<file path="src/rtl/sext_accum.sv">
// Block accumulator: sign- or zero-extends each IW-bit beat, sums N beats and
// emits one OW-bit two's-complement total with saturate/wrap overflow handling.
//
// state | meaning
// ------+----------------------------------------------------------
// ACC   | accepting beats, accumulating the current block
// HOLD  | block sum presented on out_*, waiting for out_ready
module sext_accum #(
  parameter int IW  = 4,
  parameter int OW  = 12,
  parameter int N   = 8,
  parameter int SAT = 1
) (
  input  logic          clk,
  input  logic          rst,
  input  logic          in_valid,
  output logic          in_ready,
  input  logic [IW-1:0] in_data,
  input  logic          in_signed,
  output logic          out_valid,
  input  logic          out_ready,
  output logic [OW-1:0] out_data,
  output logic          out_ovf
);

  // Sign bit plus clog2(N) growth plus one spare keeps the exact sum in range.
  localparam int AW = IW + 1 + $clog2(N) + 1;
  localparam int WW = (AW > OW) ? AW : OW;
  localparam int CW = (N > 1) ? $clog2(N) : 1;
  localparam logic [CW-1:0] LAST = CW'(N - 1);

  typedef enum logic {ACC = 1'b0, HOLD = 1'b1} state_e;

  state_e        state_q, state_d;
  logic [CW-1:0] cnt_q, cnt_d;
  logic [AW-1:0] acc_q, acc_d;
  logic [OW-1:0] out_data_q, out_data_d;
  logic          out_ovf_q, out_ovf_d;

  logic [AW-1:0]    ext;
  logic [AW-1:0]    sum;
  logic [WW-1:0]    s_wide;
  logic [WW-OW:0]   hi;
  logic [OW-1:0]    conv_data;
  logic             conv_ovf;
  logic             accept;

  // Exact sum and its conversion to the OW-bit signed output range.
  always_comb begin
    ext = in_signed ? {{(AW-IW){in_data[IW-1]}}, in_data}
                    : {{(AW-IW){1'b0}}, in_data};
    sum    = acc_q + ext;
    s_wide = WW'($signed(sum));
    // In range exactly when every bit from OW-1 upward matches the sign.
    hi       = s_wide[WW-1:OW-1];
    conv_ovf = ~((&hi) | ~(|hi));
    if (conv_ovf && (SAT != 0)) begin
      conv_data = s_wide[WW-1] ? {1'b1, {(OW-1){1'b0}}}
                               : {1'b0, {(OW-1){1'b1}}};
    end else begin
      conv_data = s_wide[OW-1:0];
    end
  end

  assign accept = in_valid && in_ready;

  always_ff @(posedge clk) begin
    if (rst) begin
      state_q    <= ACC;
      cnt_q      <= '0;
      acc_q      <= '0;
      out_data_q <= '0;
      out_ovf_q  <= 1'b0;
    end else begin
      state_q    <= state_d;
      cnt_q      <= cnt_d;
      acc_q      <= acc_d;
      out_data_q <= out_data_d;
      out_ovf_q  <= out_ovf_d;
    end
  end

  always_comb begin
    state_d    = state_q;
    cnt_d      = cnt_q;
    acc_d      = acc_q;
    out_data_d = out_data_q;
    out_ovf_d  = out_ovf_q;
    case (state_q)
      ACC: begin
        if (accept) begin
          acc_d = sum;
          if (cnt_q == LAST) begin
            state_d    = HOLD;
            out_data_d = conv_data;
            out_ovf_d  = conv_ovf;
          end else begin
            cnt_d = cnt_q + CW'(1);
          end
        end
      end
      HOLD: begin
        if (out_ready) begin
          state_d = ACC;
          acc_d   = '0;
          cnt_d   = '0;
        end
      end
      default: state_d = ACC;
    endcase
  end

  always_comb begin
    in_ready  = 1'b0;
    out_valid = 1'b0;
    case (state_q)
      ACC:     in_ready  = 1'b1;
      HOLD:    out_valid = 1'b1;
      default: in_ready  = 1'b0;
    endcase
  end

  assign out_data = out_data_q;
  assign out_ovf  = out_ovf_q;

endmodule
</file>
<file path="config.mk">
export PLATFORM = sky130hd
export DESIGN_NAME = sext_accum
export DESIGN_NICKNAME = d
export VERILOG_FILES = /design/src/rtl/sext_accum.sv
export SDC_FILE = /design/constraint.sdc
export NUM_CORES = 1
export LEC_CHECK = 0
export ABC_AREA = 1
export BUFFER_PORTS_ARGS = -buffer_cell sky130_fd_sc_hd__buf_2
export CORE_AREA = 2 2 59 61
export CTS_BUF_LIST = sky130_fd_sc_hd__clkbuf_4 sky130_fd_sc_hd__clkbuf_8 sky130_fd_sc_hd__clkbuf_16
export CTS_CLUSTER_DIAMETER = 30
export DETAILED_ROUTE_END_ITERATION = 8
export DIE_AREA = 0 0 61 63
export PLACE_DENSITY = 0.65
export SLEW_MARGIN = 5
export SYNTH_ARGS = -nofsm -noshare
export SYNTH_HDL_FRONTEND = slang
export SYNTH_SLANG_ARGS = --single-unit
</file>
<file path="constraint.sdc">
create_clock -name clk -period 2.1 [get_ports clk]
set_input_delay 0.21 -clock clk [delete_from_list [all_inputs] [get_ports clk]]
set_output_delay 0.21 -clock clk [all_outputs]
set_load 0.02 [all_outputs]
</file>
==> results.md <==
* Via/cell ratio at 4.579
* Sw Ratio at 28.01%
* Total global routing track utilization at 14.89%
* Layout Nets at 223
* Max_cap viols at 0
* Gp weighted congestion at 0.7625
* WP buf/inv at 1
* Ports at 24
* Die W at 61 µm
* Sw power at 0.0002729 W
* Comb power frac at 20.0%
* Type of the worst min-delay path: primary input to register
* Final WL at 2547 µm
* Remaining global-route overflow at 0
* Worst VDD drop at 0.3457 mV
* Power Dens Cells at 637.4 nW/µm²
* Tot Pwr at 0.0009745 W
* Startpoint types: register
* Final slew viol count at 0
* Internal at 0.0007016 W
* Antenna violations before repair at 0
* Critical path class: register to register
* Worst-path cell chain: ha_1 > fa_1 > nand3_1 > nand2_1 > nand2_2 > nand2_2 > xor2_2 > o21bai_1 > inv_1
* Core area at 3232 µm²
* Syn_nets at 203
* CTS tree: built
* Clock root buffer: clkbuf_4
* Average size of a mapped cell at 7.300 µm²
* Post-synthesis register bit count at 22
* Fin. Hold Viols at 0
* Ys Warns at 0
* Clock group share of total power at 33.7%
* Hold_ws at 0.2417 ns
* Largest net degree at the start of global routing at 16
* Die height at 63 µm
* Post-DRT Antenna Nets at 0
* First-pass GRT wire length at 4436 µm
* Crit path max-delay family: adder cells
* Fmax at 597.5 MHz
* Sink Count at 22
* Crit path DAT at 1.90 ns
* Worst path required time at 2.33 ns
* Post-synthesis cell type count at 27
* Commonest non-fill, non-tap cell in the layout: nand2_1
* Area added between synthesis and finish at 12.01%
* Post-detail-place hpwl at 1977 µm
* ANT cells at 0
* Slowest stage cell, crit path: fa_1
* CP most frequent cell: nand2_2
* DIE AREA at 3843 µm²
* CP peak stage delay at 0.41 ns
* I/O Buffers at 22
* Clock Skew at 0.006819 ns
* Most frequent cells in the layout: nand2_1 (56), dfxtp_1 (22), buf_2 (22)
* Post-CTS Setup Bufs at 0
* Vias in the first global route at 1019
* Vias after detailed routing at 1154
* Pleak at 0.7698 nW
* Setup violations, final at 0
* Clock transition at path regs at 0.13 ns
* Final worst slack at 0.4262 ns
* Pre-CTS setup slack at 0.4087 ns
* H-tree levels at 1
* Crit end category: register
* PostCTS Resize Cnt at 0
* Status: completed
* RSZ-0062 raised after global routing: false
* Final worst-path cycle share at 79.70%
* Synth Instances at 187
* Initial core utilization at 42.24%
* Clock buffer depth at 2
* Post-Synthesis Cell Area at 1365 µm²
* Setup TNS at 0 ns
* TritonRoute pass-1 iters at 6
* Routed length per instance at 10.11 µm
* # DRC at 0
* Worst-path maximum fanout at 3
* CTS Buf Count at 3
* # rows at 21
* Sequential share of power at 46.3%
* Final worst path period need at 1.674 ns
* Worst skew pair latency at 0.31 ns
* Layout cell share with drive strength beyond 1 at 21.36%
* Hold-fix buffers, CTS at 0
* Sequential share of the synthesized area at 32.26%
* Initial DRC Count at 57
==> worst paths after layout <==
path / startpoint / endpoint / slack [ns] / cells after the start
min: rst / acc_q[6] / 0.24 / 2
max reg2reg: acc_q[0] / out_data[6] / 0.43 / 9
min reg2reg: cnt_q[0] / cnt_q[0] / 0.47 / 1
max: acc_q[0] / out_data[6] / 0.43 / 9
==> cell families after synthesis <==
group                      after synthesis  synth area share [%]
xor gates and xnor gates                 5                 3.759
AOI/OAI and AO/OA                       32                 13.75
DFF                                     22                 32.26
adders and majority gates                7                 6.966
other                                    1                0.2747
and+or+nand+nor                         90                 32.26
buffers and inverters                   30                 10.72
==> cells in the mapped netlist <==
cell type	n	area share, %
nand2_4	3	2.5
fa_1	1	1.5
a21oi_2	2	1.3
xor2_2	1	1.2
dfxtp_1	22	32
nand4_1	1	0.46
buf_6	2	1.6
clkbuf_1	1	0.27
xor2_1	3	1.9
nand3_1	15	5.5
ha_1	6	5.5
buf_4	5	2.8
conb_1	1	0.27
nor2_4	1	0.82
nor2_2	1	0.46
o21bai_1	4	2.2
xnor2_1	1	0.64
nand2_1	56	15
inv_2	1	0.27
nand2_2	3	1.4
inv_1	21	5.8
o21ai_0	5	1.8
a21oi_1	17	6.2
nand3_2	4	2.9
o21a_1	4	2.2
nand2_8	1	1.5
nor2_1	5	1.4
==> power groups by stage <==
stage | combinational (W) | sequential [W] | clock (W)
6_report | 0.000195 | 0.000452 | 0.000328
5_1_grt | 0.000224 | 0.000455 | 0.000358
4_1_cts | 0.000197 | 0.000452 | 0.000343
3_5_place_dp | 0.000196 | 0.000461 | 0
3_3_place_gp | 0.000198 | 0.000461 | 0
2_1_floorplan | 0.000162 | 0.000458 | 0
==> final cells by class <==
type,count,area (µm²)
flip-flops and latches,22,440.4
clock inverters,1,30.03
fillers,346,1703
multi-input cells,135,778.2
repair buffers,23,117.6
clock buffers,3,22.52
well taps,46,57.56
inverters,22,82.58
==> stage by stage <==
step / instance area (µm²) / util, % / std cells
2_1_floorplan: 1365 / - / 187
5_1_grt: 1529 / 47.31 / 252
4_1_cts: 1529 / 47.31 / 252
3_5_place_dp: 1476 / 45.68 / 248
3_3_place_gp: 1476 / 45.68 / 248
6_report: 1529 / 47.31 / 252
==> layer usage <==
| metal | share of wire, % | track usage, % | up-vias |
|---|---|---|---|
| li1 | - | - | 631 |
| met1 | 53 | 22.49 | 493 |
| met3 | 4.4 | 1.863 | 4 |
| met5 | 0 | 0 | - |
| met2 | 42 | 21.10 | 26 |
| met4 | 1.2 | 5.707 | 0 |
==> state kept, by name (all words and copies together) (netlist names) <==
signal and count:
acc_q 9, cnt_q 3, out_data 9, state_q 1
No activity file was read; power rests on OpenSTA's default activity.
